--- src/rtl/vga_timing_pkg.sv ---
// Shared raster constants for the VGA timing generator.
// The defaults describe 640x480@60. The helper derives the line and frame totals.
package vga_timing_pkg;

   localparam int unsigned DEF_CNT_W    = 16;
   localparam int unsigned DEF_H_SYNC   = 96;
   localparam int unsigned DEF_H_BP     = 48;
   localparam int unsigned DEF_H_ACTIVE = 640;
   localparam int unsigned DEF_H_FP     = 16;
   localparam int unsigned DEF_V_SYNC   = 2;
   localparam int unsigned DEF_V_BP     = 33;
   localparam int unsigned DEF_V_ACTIVE = 480;
   localparam int unsigned DEF_V_FP     = 10;

   function automatic int unsigned axis_total(input int unsigned sync,
                                              input int unsigned bp,
                                              input int unsigned active,
                                              input int unsigned fp);
      return sync + bp + active + fp;
   endfunction

endpackage

--- src/rtl/vga_axis_counter.sv ---
// One raster axis: a wrapping position counter and its registered sync level.
// The next-state active flag and coordinate are exported so the top can register de and pix_x/pix_y.
module vga_axis_counter
   import vga_timing_pkg::*;
#(
   parameter int unsigned CNT_W  = DEF_CNT_W,
   parameter int unsigned TOTAL  = 800,
   parameter int unsigned SYNC   = 96,
   parameter int unsigned BP     = 48,
   parameter int unsigned ACTIVE = 640,
   parameter bit          POL    = 1'b1
) (
   input  logic             clk,
   input  logic             rst,
   input  logic             inc,
   output logic [CNT_W-1:0] count,
   output logic             at_end,
   output logic             sync,
   output logic             active_nxt,
   output logic [CNT_W-1:0] coord_nxt
);

   // A total of exactly TOTAL > SYNC+BP+ACTIVE guarantees a non-empty front porch.
   if (SYNC == 0 || BP == 0 || ACTIVE == 0 || TOTAL <= SYNC + BP + ACTIVE ||
       longint'(TOTAL) > (longint'(1) << CNT_W)) begin : g_bad_params
      $error("vga_axis_counter: illegal timing parameters");
   end

   localparam logic [CNT_W-1:0] LAST     = CNT_W'(TOTAL - 1);
   localparam logic [CNT_W-1:0] SYNC_END = CNT_W'(SYNC);
   localparam logic [CNT_W-1:0] ACT_LO   = CNT_W'(SYNC + BP);
   localparam logic [CNT_W-1:0] ACT_HI   = CNT_W'(SYNC + BP + ACTIVE);

   logic [CNT_W-1:0] cnt_nxt;

   assign at_end = (count == LAST);

   always_comb begin
      cnt_nxt = count;
      if (rst)
         cnt_nxt = '0;
      else if (inc)
         cnt_nxt = at_end ? '0 : count + 1'b1;
   end

   assign active_nxt = (cnt_nxt >= ACT_LO) && (cnt_nxt < ACT_HI);
   assign coord_nxt  = active_nxt ? cnt_nxt - ACT_LO : '0;

   always_ff @(posedge clk) begin
      if (rst || inc) begin
         count <= cnt_nxt;
         sync  <= (cnt_nxt < SYNC_END) ? POL : ~POL;
      end
   end

endmodule

--- src/rtl/vga_timing_gen.sv ---
// Parameterised VGA raster timing generator with a pixel-clock enable.
// The decoded outputs are registered from next-state counters, so they line up with h_count/v_count.
module vga_timing_gen
   import vga_timing_pkg::*;
#(
   parameter int unsigned CNT_W    = DEF_CNT_W,
   parameter int unsigned H_SYNC   = DEF_H_SYNC,
   parameter int unsigned H_BP     = DEF_H_BP,
   parameter int unsigned H_ACTIVE = DEF_H_ACTIVE,
   parameter int unsigned H_FP     = DEF_H_FP,
   parameter int unsigned V_SYNC   = DEF_V_SYNC,
   parameter int unsigned V_BP     = DEF_V_BP,
   parameter int unsigned V_ACTIVE = DEF_V_ACTIVE,
   parameter int unsigned V_FP     = DEF_V_FP,
   parameter bit          HS_POL   = 1'b1,
   parameter bit          VS_POL   = 1'b1
) (
   input  logic             clk,
   input  logic             rst,
   input  logic             pix_en,
   output logic             hsync,
   output logic             vsync,
   output logic             de,
   output logic [CNT_W-1:0] h_count,
   output logic [CNT_W-1:0] v_count,
   output logic [CNT_W-1:0] pix_x,
   output logic [CNT_W-1:0] pix_y,
   output logic             line_end,
   output logic             frame_end
);

   localparam int unsigned H_TOTAL = axis_total(H_SYNC, H_BP, H_ACTIVE, H_FP);
   localparam int unsigned V_TOTAL = axis_total(V_SYNC, V_BP, V_ACTIVE, V_FP);

   if (H_FP == 0 || V_FP == 0) begin : g_bad_porch
      $error("vga_timing_gen: front porch must be non-zero");
   end

   logic             h_end, v_end;
   logic             h_act_n, v_act_n;
   logic [CNT_W-1:0] h_coord_n, v_coord_n;

   // The vertical axis steps only on the last pixel of a line, never while in reset.
   assign line_end  = pix_en & h_end & ~rst;
   assign frame_end = line_end & v_end;

   vga_axis_counter #(
      .CNT_W (CNT_W), .TOTAL(H_TOTAL), .SYNC(H_SYNC), .BP(H_BP),
      .ACTIVE(H_ACTIVE), .POL(HS_POL)
   ) u_h (
      .clk(clk), .rst(rst), .inc(pix_en), .count(h_count), .at_end(h_end),
      .sync(hsync), .active_nxt(h_act_n), .coord_nxt(h_coord_n)
   );

   vga_axis_counter #(
      .CNT_W (CNT_W), .TOTAL(V_TOTAL), .SYNC(V_SYNC), .BP(V_BP),
      .ACTIVE(V_ACTIVE), .POL(VS_POL)
   ) u_v (
      .clk(clk), .rst(rst), .inc(line_end), .count(v_count), .at_end(v_end),
      .sync(vsync), .active_nxt(v_act_n), .coord_nxt(v_coord_n)
   );

   logic de_n;
   assign de_n = h_act_n & v_act_n;

   always_ff @(posedge clk) begin
      if (rst || pix_en) begin
         de    <= de_n;
         pix_x <= de_n ? h_coord_n : '0;
         pix_y <= de_n ? v_coord_n : '0;
      end
   end

endmodule
--- config.mk ---
export PLATFORM = sky130hd
export DESIGN_NAME = vga_timing_gen
export DESIGN_NICKNAME = d
export VERILOG_FILES = /design/src/rtl/vga_timing_pkg.sv /design/src/rtl/vga_axis_counter.sv /design/src/rtl/vga_timing_gen.sv
export SDC_FILE = /design/constraint.sdc
export NUM_CORES = 1
export LEC_CHECK = 0
export BUFFER_PORTS_ARGS = -buffer_cell sky130_fd_sc_hd__buf_2
export CELL_PAD_IN_SITES_DETAIL_PLACEMENT = 0
export CELL_PAD_IN_SITES_GLOBAL_PLACEMENT = 1
export CORE_ASPECT_RATIO = 0.5
export CORE_MARGIN = 1
export CORE_UTILIZATION = 50
export CTS_BUF_LIST = sky130_fd_sc_hd__clkbuf_8
export DETAILED_ROUTE_END_ITERATION = 16
export PLACE_DENSITY_LB_ADDON = 0.1
export SLEW_MARGIN = 20
export SYNTH_ARGS = -nofsm -noshare
export SYNTH_HDL_FRONTEND = slang
export SYNTH_HIERARCHICAL = 1
export SYNTH_SLANG_ARGS = --single-unit
--- constraint.sdc ---
create_clock -name clk -period 5.69 [get_ports clk]
set_input_delay 0.569 -clock clk [delete_from_list [all_inputs] [get_ports clk]]
set_output_delay 0.569 -clock clk [all_outputs]
set_load 0.005 [all_outputs]
* Word level (Yosys, flattened, before mapping)
Cells that the tools add are included.
Cells by class: reductions and logical operators 6, order comparisons 6, bitwise operators 5, equality and inequality tests 2, add/subtract/negate cells 4, multiplexer cells 8
Operator list (count):
- two-way mux 16 bit | 6
- adder 16 x 1 -> 16 bit, second input constant | 2
- == test 16 x 10 -> 1 bit, second input constant | 2
- less-than comparator 16 x 10 -> 1 bit, second input constant | 2
- >= comparator 16 x 6 -> 1 bit, second input constant | 1
- >= comparator 16 x 8 -> 1 bit, second input constant | 1
- less-than comparator 16 x 2 -> 1 bit, second input constant | 1
- less-than comparator 16 x 7 -> 1 bit, second input constant | 1
- subtractor 16 x 6 -> 16 bit, second input constant | 1
- subtractor 16 x 8 -> 16 bit, second input constant | 1
- bitwise AND 1 bit | 4
- AND reduction 2 bit | 2
- logical AND 1 bit | 2
- logical OR 1 bit | 2
- two-way mux 1 bit | 2
- inverter 1 bit | 1
Word-level totals: output and inout bits 69, register bits after elaboration 67, input bits 3, logic and storage cells 38

* Longest topological paths before layout
Gate-level depths: netlist of run 1.
depth in word-level cells 9, depth in mapped cells 18, mapped depth without buffers 15

* Hierarchy
The synthesis of run 1 kept the hierarchy.
Modules (own cells, without submodules):
- vga_axis_counter (u_v) | cells each 193, area an instance 1705.4 um^2, instances 1, seq. area each 510.5 um^2
- vga_axis_counter (u_h) | cells each 165, area an instance 1569.0 um^2, instances 1, seq. area each 510.5 um^2
- vga_timing_gen | cells each 75, area an instance 1281.2 um^2, instances 1, seq. area each 991.0 um^2

* Worst setup path after synthesis of run 1
OpenSTA, ideal clock, no wires.
kind register -> register, from register u_h.count[11], to register pix_y[1] (data pin), path buffers 5, path slack 1.841 ns, data required time 5.434 ns, setup time 0.256 ns, arrival 3.593 ns, cell stages (with the launch flop) 17, period minus slack after synthesis 3.849 ns, cells stage by stage edfxtp_1 -> or4_4 -> nor4_4 -> and3b_1 -> buf_4 -> a21o_1 -> buf_6 -> clkbuf_1 -> nor2_1 -> ha_1 -> o21bai_1 -> nand2b_1 -> nand4_4 -> buf_6 -> inv_1 -> buf_2 -> and3_2
Between the ends: cells in the longest elaborated chain, start to end 9, elaborated cells between the ends (all ways) 18, classes of those cells add/sub (2); order compare (4); eq/ne (1); mux (5); bitwise (3); reduce/logical (3)
Ends and longest elaborated chain:
- start: declaration | line vga_axis_counter.sv:16 | output logic [CNT_W-1:0] count,
- start signal: assignment | line vga_axis_counter.sv:51 | count <= cnt_nxt;
- == test 16 x 10 -> 1 bit * | line vga_axis_counter.sv:36 | assign at_end = (count == LAST);
- via h_end | line vga_timing_gen.sv:39 | logic h_end, v_end;
- bitwise AND 1 bit * (2 in a row) | line vga_timing_gen.sv:44 | assign line_end = pix_en & h_end & ~rst;
- via line_end | line vga_timing_gen.sv:28 | output logic line_end,
- two-way mux 16 bit * | line vga_axis_counter.sv:42 | else if (inc)
- two-way mux 16 bit * | line vga_axis_counter.sv:40 | if (rst)
- via u_v.cnt_nxt[1] | line vga_axis_counter.sv:34 | logic [CNT_W-1:0] cnt_nxt;
- >= comparator 16 x 6 -> 1 bit or less-than comparator 16 x 10 -> 1 bit (tied branches) | line vga_axis_counter.sv:46 | assign active_nxt = (cnt_nxt >= ACT_LO) && (cnt_nxt < ACT_HI);
- logical AND 1 bit * | line vga_axis_counter.sv:46
- via v_act_n | line vga_timing_gen.sv:40 | logic h_act_n, v_act_n;
- bitwise AND 1 bit | line vga_timing_gen.sv:64 | assign de_n = h_act_n & v_act_n;
- AND reduction 2 bit (no line) *
- end signal: assignment | line vga_timing_gen.sv:70 | pix_y <= de_n ? v_coord_n : '0;
- end: declaration | line vga_timing_gen.sv:27 | output logic [CNT_W-1:0] pix_y,
The timed path passes the listed nets; every way through them passes the cells marked *. A chain may end at the register's enable or synchronous reset.

* Worst setup path in the final report of run 1
from register u_h.count[6], to register pix_x[10] (data pin)
Between the ends: cells in the longest elaborated chain, start to end 9, elaborated cells between the ends (all ways) 18, classes of those cells add/sub (2); order compare (4); eq/ne (1); mux (5); bitwise (3); reduce/logical (3)
Ends and longest elaborated chain:
- == test 16 x 10 -> 1 bit * | line vga_axis_counter.sv:36
- via h_end | line vga_timing_gen.sv:39
- bitwise AND 1 bit * (2 in a row) | line vga_timing_gen.sv:44
- two-way mux 16 bit * | line vga_axis_counter.sv:42
- two-way mux 16 bit * | line vga_axis_counter.sv:40
- >= comparator 16 x 6 -> 1 bit or less-than comparator 16 x 10 -> 1 bit (tied branches) | line vga_axis_counter.sv:46
- logical AND 1 bit * | line vga_axis_counter.sv:46
- via v_act_n | line vga_timing_gen.sv:40
- bitwise AND 1 bit * | line vga_timing_gen.sv:64
- AND reduction 2 bit (no line) *
- end signal: assignment | line vga_timing_gen.sv:69 | pix_x <= de_n ? h_coord_n : '0;
- end: declaration | line vga_timing_gen.sv:26 | output logic [CNT_W-1:0] pix_x,
Marked as above.

==> flow_metrics.tcl, run 1 <==
set metrics [dict create \
    dr_wl_met3_um 552 \
    rows 24 \
    yosysSeqAreaShare 0.4416 \
    num_antenna_cells 0 \
    vias_per_cell 5.919 \
    slew_viol_final 0 \
    area_growth_pct 10.88 \
    reported_net_switching_power_uw 330.8 \
    switching_share 0.2716 \
    register_bit_total_from_synthesis 67 \
    internal-power_uw 887.3 \
    yosysWarningCount 6 \
    avgRoutedWirePerCell_um 17.89 \
    drt_wl_total_um 10880 \
    detailedRoute.firstIterationViolations 255 \
    fin_tns_setup_ps 0 \
    worst_setup_path_start_kind "flop" \
    clock_tree.root_cell "clkbuf_8" \
    maxUsedRoutingLayer "met4" \
    endpoint_kind "flop" \
    inserted_clock_buffers 9 \
    pwr-share-clk 0.346 \
    num-nets-final 496 \
    worst_skew_pair.late_latency_ps 340 \
    postCtsSetupBuffers 0 \
    power.density_cell_area_nw_per_um2 241.2 \
    synth_ff_type "edfxtp_1" \
    synthArstFlopShare 0 \
    hpwl_um 7709 \
    irDropWorstVdd_mv 0.1284 \
    tritoncts "done" \
    synthDistinctLibCells 78 \
    die_x_um 137.0 \
    postSynthAreaPerCell_um2 10.52 \
    port_buffers 71 \
    timing_hold_violations_final 0 \
    clock-skew-final_ps 8.550 \
    n_fill_cell 800 \
    synth_top_cell_by_area "edfxtp_1" \
    worst_setup_path_category "reg -> reg" \
    hold_ws_ps 728.3 \
    wire_length_of_the_first_global_routing_pass_um 17440 \
    power_frac_comb 0.152 \
    critical_path_peak_fanout 33 \
    timing.fmax_mhz 217.2 \
    worst_ep_required_time_ps 5900 \
    cts.reportedPaths.clkPinSlew_ps 70 \
    cell_count_after_synthesis 433 \
    globalRoute.totalOverflow 0 \
    drc 0 \
    grt_start_max_net_pins 34 \
    cts.path.max_buffers 2 \
    antenna_found_initial 0 \
    transition_time_at_the_pin_with_the_least_slew_margin_ps 1056 \
    m1WireLength_um 5006 \
    rsz_0062_raised_after_global_routing "false" \
    grt_pass1_vias 3476 \
    timing.final.crit_period_ps 4603 \
    seq_power_share 0.502 \
    result_of_the_run "completed" \
    core-area_um2 8768 \
    cts_sinks 67 \
    drv_cap 0 \
    grtUsageTotal 0.2361 \
    ctsHtreeMaxLevel 3 \
    drt_pass1_iterations 7 \
    p_leak_uw 0.002042 \
    report.final.setup_viol 0 \
    final.period_utilization 0.8090 \
    worst_reg2reg_setup_slack_ps 1090 \
    synth_edf_count 67 \
    fp.dieH_um 69.50 \
    critical_path_arrival_ps 4810 \
    routabilityCongestion 0.9512 \
    yosys-top-cells-area "edfxtp_1 44%, xnor2_1 4.2%, and3_2 4.0%" \
    max_slew_margin 0.2958 \
    floorplan.initialDensity 0.5195 \
    holdCritPathClass "in -> reg" \
    pin_count 72 \
    detailroute.wirelength.met2_um 5195 \
    antenna_nets_post_route 0 \
    layout-drive-gt1-share 0.3116 \
    syn_area_um2 4556 \
    floorplan.die_area_um2 9520 \
    detailroute.via_count 3599 \
    cts-resized-gates 0 \
    cts.hold.buffers_added 0 \
    post-synth-top-area-fraction 0.4416 \
]
## flip-flops by register name, indices dropped and copies added (netlist names)
name,cells
pix_x,16
de,1
u_h/sync,1
pix_y,16
u_v/sync,1
u_v/count,16
u_h/count,16
## cell families after synthesis
logic type | synth area share
flops | 0.4416
compound gates | 0.1156
buf+inv | 0.06811
mux | 0.004395
xor+xnor | 0.07690
fa+ha+maj | 0.01648
other cells | 0.0008232
simple gates | 0.2760
## power by group through the flow
| stage | clock (µW) | combinational, µW | sequential, µW |
|---|---|---|---|
| floorplan | 0 | 142 | 609 |
| finish | 422 | 185 | 611 |
| CTS | 431 | 185 | 611 |
| detailed placement | 0 | 184 | 622 |
| global route | 455 | 205 | 615 |
| global placement | 0 | 182 | 620 |
## layer usage
metal  up-vias  global-route usage
met5         -                   0
li1       1721                   -
met2       110              0.3844
met1      1753              0.3128
met3        15             0.06360
met4         0             0.05739
## through the flow
| stage | instances | cell area [µm²] | worst slack [ps] | utilization | power, µW |
|---|---|---|---|---|---|
| after floorplan | 435 | 4563 | 1841 | - | 751.3 |
| after global placement | 593 | 4846 | 1339 | 0.5527 | 802.5 |
| after detailed placement | 593 | 4846 | 1168 | 0.5527 | 805.1 |
| after CTS | 608 | 5051 | 1126 | 0.5761 | 1228 |
| after global routing | 608 | 5051 | 756.1 | 0.5761 | 1275 |
| final | 608 | 5051 | 1087 | 0.5761 | 1218 |
## final cells by class
class	count	area, µm²	share of cell area
Clock buffer	9	123.9	0.02452
Inverter	15	56.30	0.01115
Multi-Input combinational cell	319	2246	0.4446
Clock inverter	6	81.33	0.01610
Tap cell	117	146.4	0.02898
Sequential cell	67	2012	0.3983
Timing Repair Buffer	75	385.4	0.07629
## final timing paths
path                               startpoint             to  cells after the start
worst max register to register   u_h/count[6]      pix_x[10]                     12
worst max-delay path             u_h/count[6]      pix_x[10]                     12
worst min-delay path                      rst   u_h/count[7]                      2
worst min register to register  u_v/count[15]  u_v/count[15]                      2
## layout by cell type, fill, tap and decap left out, types with 3 or more instances in the layout
master / n
buf_4: 4
xnor2_1: 22
a21boi_0: 4
a21oi_1: 12
nor2_2: 5
nor2_1: 32
clkbuf_8: 9
nor4_1: 18
and4_1: 3
nand3_1: 9
or3_1: 4
edfxtp_1: 67
and2_1: 6
nand2_1: 23
a21oi_2: 7
nor3_1: 11
conb_1: 3
o21ai_0: 14
and3_1: 14
nand4_1: 11
and3_2: 24
ha_1: 6
xor2_1: 18
or2_2: 4
inv_1: 14
nand2b_1: 5
buf_2: 71
## worst max-delay path: stages (launching register included)
cell and delay (ps):
edfxtp_1 480, or4_4 560, nor4_4 210, buf_4 180, and3b_1 470, nand2_2 190, nor3_1 420, nand2_1 120
xor2_1 290, and3_1 300, nand4_4 270, inv_1 630, and3_2 330
## cell usage after synthesis, types with 3 or more instances
| cell type | instances |
|---|---|
| clkbuf_1 | 5 |
| nor2_2 | 5 |
| and3_1 | 14 |
| inv_1 | 14 |
| nand2_1 | 23 |
| clkbuf_2 | 3 |
| edfxtp_1 | 67 |
| and4_1 | 3 |
| buf_6 | 8 |
| xnor2_1 | 22 |
| a21oi_1 | 12 |
| and3_2 | 24 |
| nand2b_1 | 5 |
| nand3_1 | 9 |
| or2_2 | 4 |
| ha_1 | 6 |
| nor4_1 | 18 |
| a21boi_0 | 4 |
| nand4_1 | 11 |
| o21ai_0 | 14 |
| buf_4 | 8 |
| or3_1 | 4 |
| a21oi_2 | 7 |
| nor3_1 | 12 |
| nor2_1 | 32 |
| and2_1 | 6 |
| buf_2 | 7 |
| xor2_1 | 18 |
Power figures use the tool's default switching activity.
==> run 2: changes to the inputs <==
--- a/config.mk
+++ b/config.mk
@@ -5,12 +5,13 @@
 export SDC_FILE = /design/constraint.sdc
 export NUM_CORES = 1
 export LEC_CHECK = 0
+export ABC_AREA = 1
 export BUFFER_PORTS_ARGS = -buffer_cell sky130_fd_sc_hd__buf_2
 export CELL_PAD_IN_SITES_DETAIL_PLACEMENT = 0
 export CELL_PAD_IN_SITES_GLOBAL_PLACEMENT = 1
 export CORE_ASPECT_RATIO = 0.5
 export CORE_MARGIN = 1
-export CORE_UTILIZATION = 50
+export CORE_UTILIZATION = 44
 export CTS_BUF_LIST = sky130_fd_sc_hd__clkbuf_8
 export DETAILED_ROUTE_END_ITERATION = 16
 export PLACE_DENSITY_LB_ADDON = 0.1
==> constraint.sdc (replaced) <==
create_clock -name clk -period 4.65 [get_ports clk]
set_input_delay 0.465 -clock clk [delete_from_list [all_inputs] [get_ports clk]]
set_output_delay 0.465 -clock clk [all_outputs]
set_load 0.005 [all_outputs]
==> run 2 against run 1 <==
Flip-flop and latch count stayed put. Worst hold slack got worse by 110 ps. Total power rose by 32%. Critical path depth is 9 higher. Clock skew up 2.4 ps. Register-to-register slack lost 410 ps. Final area increased by 6.4%. Critical path type unchanged. Critical endpoint is now pix_x[9]. Highest routed layer unchanged.
==> flow_metrics.tcl, run 2 <==
set metrics [dict create \
    most_frequent_standard_cell_in_the_layout_excluding_fill_and_tap_cells "nand2_1" \
    n_fill_cell 1054 \
    inserted_clock_buffers 9 \
    synth_edf_count 67 \
    syn_area_um2 4711 \
    power.density_cell_area_nw_per_um2 299.1 \
    synth_top_cell_by_area "edfxtp_1" \
    worst_setup_path_category "reg -> reg" \
    max_slew_margin 0.4724 \
    clock-skew-final_ps 10.93 \
    cts.path.max_buffers 2 \
    synth.cells.most_frequent "131 x nand2_1, 116 x inv_1, 79 x nor2_1" \
    pin_count 72 \
    largest_incremental_delay_on_the_critical_path_ps 430 \
    cts_sinks 67 \
    grt_pass1_vias 3668 \
    vias_per_cell 4.902 \
    timing.final.crit_period_ps 3969 \
    multiInputGateArea_um2 2127 \
    worst_reg2reg_setup_slack_ps 680 \
    drt_pass1_iterations 4 \
    critical_path_peak_fanout 33 \
    antenna_found_initial 0 \
    floorplan.initialDensity 0.4568 \
    grt_start_max_net_pins 34 \
    port_buffers 71 \
    wire_length_of_the_first_global_routing_pass_um 18220 \
    core-area_um2 10310 \
    worst_skew_pair.late_latency_ps 340 \
    instances_no_fill 828 \
    storage_cell_area_um2 2012 \
    final_cell_mix "131 x nand2_1, 117 x inv_1, 79 x nor2_1" \
    worst_ep_required_time_ps 4730 \
    slew_viol_final 0 \
    num_antenna_cells 0 \
    num-nets-final 692 \
    cp_top_family "simple AND/OR/NAND/NOR gates" \
    irDropWorstVdd_mv 0.1432 \
    worstPathCellList "ha_1 > nand3_2 > nor2_1 > nand2_1 > inv_1 > nand3_1 > inv_1 > inv_1 > nor2_1 > a21oi_1 > and3_1 > ha_1 > inv_1 > nand2_1 > nand2_1 > nand3_1 > nand3_2 > inv_1 > nand2_2 > buf_4 > nor2_1" \
    hold_ws_ps 617.4 \
    p_leak_uw 0.002632 \
    detailroute.via_count 4059 \
    layout.core_utilization 0.5214 \
    endpoint_kind "flop" \
    layout-drive-gt1-share 0.2674 \
    yosys-top-cells-area "edfxtp_1 43%, nand2_1 10%, inv_1 9.2%" \
    report.final.setup_viol 0 \
    register_bit_total_from_synthesis 67 \
    drt_wl_total_um 11340 \
    clock_tree.root_cell "clkbuf_8" \
    timing.critical_path.buf_inv 6 \
    postCtsSetupBuffers 0 \
    synth_ff_type "edfxtp_1" \
    antenna_nets_post_route 0 \
    drc 0 \
    yosys.cell_count.top_type "nand2_1" \
    crit_path_top_delay_cell "edfxtp_1" \
    rsz_0062_raised_after_global_routing "false" \
    tritoncts "done" \
    rows 26 \
    synthArstFlopShare 0 \
    cell_count_after_synthesis 610 \
    fin_tns_setup_ps 0 \
    fp.dieH_um 75.17 \
    crit_top_cell "inv_1" \
    grtUsageTotal 0.2147 \
    cts.hold.buffers_added 0 \
    die_x_um 148.3 \
    critical_path_arrival_ps 4050 \
    yosysWarningCount 6 \
    ctsHtreeMaxLevel 3 \
    timing.fmax_mhz 252.0 \
    cts.reportedPaths.clkPinSlew_ps 80 \
    final.period_utilization 0.8535 \
    result_of_the_run "completed" \
    yosysSeqAreaShare 0.4271 \
    synthDistinctLibCells 32 \
    area_growth_pct 14.13 \
    floorplan.die_area_um2 11150 \
    timing_hold_violations_final 0 \
    postSynthAreaPerCell_um2 7.723 \
    cts-resized-gates 0 \
    detailedRoute.firstIterationViolations 287 \
    post-synth-top-area-fraction 0.4271 \
    avgRoutedWirePerCell_um 13.70 \
    placedCellCount 812 \
    hpwl_um 8429 \
    routabilityCongestion 0.8756 \
    globalRoute.totalOverflow 0 \
    holdCritPathClass "in -> reg" \
    drv_cap 0 \
    fin_total_pwr_uw 1608 \
    transition_time_at_the_pin_with_the_least_slew_margin_ps 791.5 \
    worst_setup_path_start_kind "flop" \
]
-- run 2: kinds of logic (layout without fill, tap and decap cells) --
group	Yosys count	in the layout	synth area share
and+or+nand+nor	373	373	0.3923
buffers and inverters	135	211	0.1230
DFF	67	67	0.4271
AOI/OAI and AO/OA	16	16	0.01859
xor gates and xnor gates	12	12	0.02231
adders and majority gates	6	6	0.01594
other	1	3	0.0007960
-- run 2: per-layer routing --
layer  global-route usage  share of wire  vias up
met5                    0              0        -
met4              0.05040         0.0047        0
met3              0.04727          0.054        4
met2               0.3782           0.48      114
met1               0.2745           0.46     1892
li1                     -              -     2049
-- run 2: worst paths after layout --
path	endpoint	start	depth (start not counted)
max	pix_x[9]	u_h/count[0]	21
min	u_h/count[2]	rst	3
max reg2reg	pix_x[9]	u_h/count[0]	21
min reg2reg	u_h/count[1]	u_h/count[1]	2
-- run 2: layout make-up --
cell class,count,share of cell area
timing repair buffer,73,0.06889
tap,140,0.03258
clock buffer,9,0.02304
sequential,67,0.3742
clock inverter,7,0.02001
multi-input combinational,410,0.3956
inverter,122,0.08564
-- run 2: tightest hold or removal path: stages --
cell	delay, ps
buf_2	150
or2_2	150
inv_1	30
-- run 2: where the power goes --
group          internal (µW)  switching [µW]
Combinational           91.7             186
Sequential               708            38.9
Clock                    351             233
-- run 2: through the flow --
stage,cell area [µm²],setup slack (ps)
after global placement,5145,802.8
after CTS,5376,708.8
after global routing,5376,269.1
after floorplan,4718,1548
after detailed placement,5145,722.1
final,5376,681.4
==> run 3: changes to the inputs <==
--- a/config.mk
+++ b/config.mk
@@ -15,6 +15,7 @@
 export CTS_BUF_LIST = sky130_fd_sc_hd__clkbuf_8
 export DETAILED_ROUTE_END_ITERATION = 16
 export PLACE_DENSITY_LB_ADDON = 0.1
+export REMOVE_ABC_BUFFERS = 1
 export SLEW_MARGIN = 20
 export SYNTH_ARGS = -nofsm -noshare
 export SYNTH_HDL_FRONTEND = slang
==> run 3 against run 2 <==
Worst hold slack worse by 40 ps. Count of clock-buffer cells in the layout did not move. Via count shrank 3.8%. Critical path depth stayed put. First-iteration DRC count fell by 18%. Largest cell class unchanged.
==> flow_metrics.tcl, run 3 (synthesized netlist as in run 2, its figures left out) <==
set metrics [dict create \
    use_met1 0.2749 \
    timing.fmax_mhz 255.0 \
    critical_path_arrival_ps 4010 \
    pin_count 72 \
    timing.critical_path.buf_inv 7 \
    worstHoldStart "rst" \
    critical_path_peak_fanout 29 \
    floorplan.initialDensity 0.4568 \
    max_slew_margin 0.4843 \
    inserted_clock_buffers 9 \
    cp_top_family "simple AND/OR/NAND/NOR gates" \
    crit_path_top_delay_cell "edfxtp_1" \
    cts.reportedPaths.clkPinSlew_ps 70 \
    endpoint_kind "flop" \
    clock-skew-final_ps 8.402 \
    placedCellCount 812 \
    num_antenna_cells 0 \
    holdCritPathClass "in -> reg" \
    instances_no_fill 828 \
    cts.hold.buffers_added 0 \
    timing.rr.end "de" \
    layout.core_utilization 0.5166 \
    timing.final.crit_period_ps 3922 \
    rsz_0062_raised_after_global_routing "false" \
    drt_pass1_iterations 5 \
    hpwl_um 8393 \
    cts_sinks 67 \
    grt_start_max_net_pins 34 \
    avgRoutedWirePerCell_um 13.24 \
    p_leak_uw 0.002602 \
    clock_tree.root_cell "clkbuf_8" \
    final_cell_mix "131 x nand2_1, 116 x inv_1, 79 x nor2_1" \
    fp.dieH_um 75.17 \
    globalRoute.totalOverflow 0 \
    grt.met3_usage 0.05091 \
    irDropWorstVdd_mv 0.1365 \
    tritoncts "done" \
    die_x_um 148.3 \
    slew_viol_final 0 \
    hold_ws_ps 577.5 \
    timing.rr.start "u_h/count[0]" \
    grt_pass1_vias 3585 \
    crit_top_cell "inv_1" \
    worst_skew_pair.late_latency_ps 350 \
    worst_setup_path_start_kind "flop" \
    area_growth_pct 13.09 \
    rows 26 \
    timing.critical_path.depth 21 \
    floorplan.die_area_um2 11150 \
    cts.path.max_buffers 2 \
    antenna_nets_post_route 0 \
    use_met2 0.3563 \
    drc 0 \
    worst_reg2reg_setup_slack_ps 730 \
    transition_time_at_the_pin_with_the_least_slew_margin_ps 773.6 \
    timing_hold_violations_final 0 \
    worstPathCellList "ha_1 > nand3_2 > nor2_1 > nand2_1 > inv_1 > nand3_1 > inv_1 > inv_1 > nor2_1 > a21oi_1 > and3_1 > ha_1 > inv_1 > nand2_1 > nand2_1 > nand3_1 > nand3_2 > inv_1 > nand2_2 > buf_4 > inv_1" \
    cts-resized-gates 0 \
    most_frequent_standard_cell_in_the_layout_excluding_fill_and_tap_cells "nand2_1" \
    worst_ep_required_time_ps 4730 \
    port_buffers 71 \
    ctsHtreeMaxLevel 3 \
    report.final.setup_viol 0 \
    layout_setup_ws_ps 728.3 \
    grtUsageTotal 0.2096 \
    core-area_um2 10310 \
    num-nets-final 692 \
    postCtsSetupBuffers 0 \
    wire_length_of_the_first_global_routing_pass_um 17950 \
    largest_incremental_delay_on_the_critical_path_ps 440 \
    vias_per_cell 4.717 \
    top_usage_layer "met2" \
    worst_setup_path_category "reg -> reg" \
    result_of_the_run "completed" \
    power.density_cell_area_nw_per_um2 278.6 \
    detailedRoute.firstIterationViolations 235 \
    fin_tns_setup_ps 0 \
    hold-path-cell-count 3 \
    final.period_utilization 0.8434 \
    drv_cap 0 \
    layout-drive-gt1-share 0.2660 \
    worst_hold_path.endpoint "u_h/count[2]" \
    timing.reg2reg.worst_path_depth 21 \
    drt_wl_total_um 10960 \
    routabilityCongestion 0.8881 \
    antenna_found_initial 0 \
    detailroute.via_count 3906 \
    place_ws_ps 707.9 \
]
==> run 3: cell types whose count changed in the layout (fill, tap and decap cells not counted), sizes merged <==
cell | before | now
bufinv | 3 | 1
clkinvlp | 0 | 1
inv | 122 | 121
clkinv | 4 | 6
==> run 3: layer usage <==
metal,share of wire,vias to the layer above,wire length [µm]
li1,-,2042,-
met1,0.47,1777,5179
met2,0.47,75,5162
met3,0.049,12,533
met4,0.0079,0,87
met5,0,-,0
==> run 3: stage by stage <==
step	total power, µW	area (µm²)
floorplan	941.8	4599
global placement	1037	5145
detailed placement	1036	5145
CTS	1502	5328
global route	1566	5328
finish	1484	5328
==> run 3: worst max path at each step <==
stage	from	to	slack, ps
2_1_floorplan	u_h/count[0]	de	1160
3_3_place_gp	u_h/count[0]	de	800
3_5_place_dp	u_h/count[0]	pix_x[15]	710
4_1_cts	u_h/count[0]	de	710
5_1_grt	u_h/count[0]	de	310
6_report	u_h/count[0]	de	730
==> run 3: where the power goes <==
group	switching (µW)	internal [µW]	total, µW
logic	183	91.8	275
registers	38.9	708	747
clock network	222	240	462
total	444	1040	1480
==> run 3: worst register-to-register path, cell delays in order, from the launching register on <==
cell	delay [ps]
edfxtp_1	440
ha_1	210
nand3_2	150
nor2_1	140
nand2_1	100
inv_1	70
nand3_1	140
inv_1	280
inv_1	180
nor2_1	120
a21oi_1	60
and3_1	230
ha_1	210
inv_1	70
nand2_1	90
nand2_1	90
nand3_1	80
nand3_2	260
inv_1	90
nand2_2	130
buf_4	420
inv_1	90
==> run 3: area by class of cell <==
cell class	count	area (µm²)
fill	1052	4985
multi-input combinational	410	2127
sequential	67	2012
inverter	122	460.4
timing repair buffer	73	370.4
tap	140	175.2
clock buffer	9	123.9
clock inverter	7	58.81
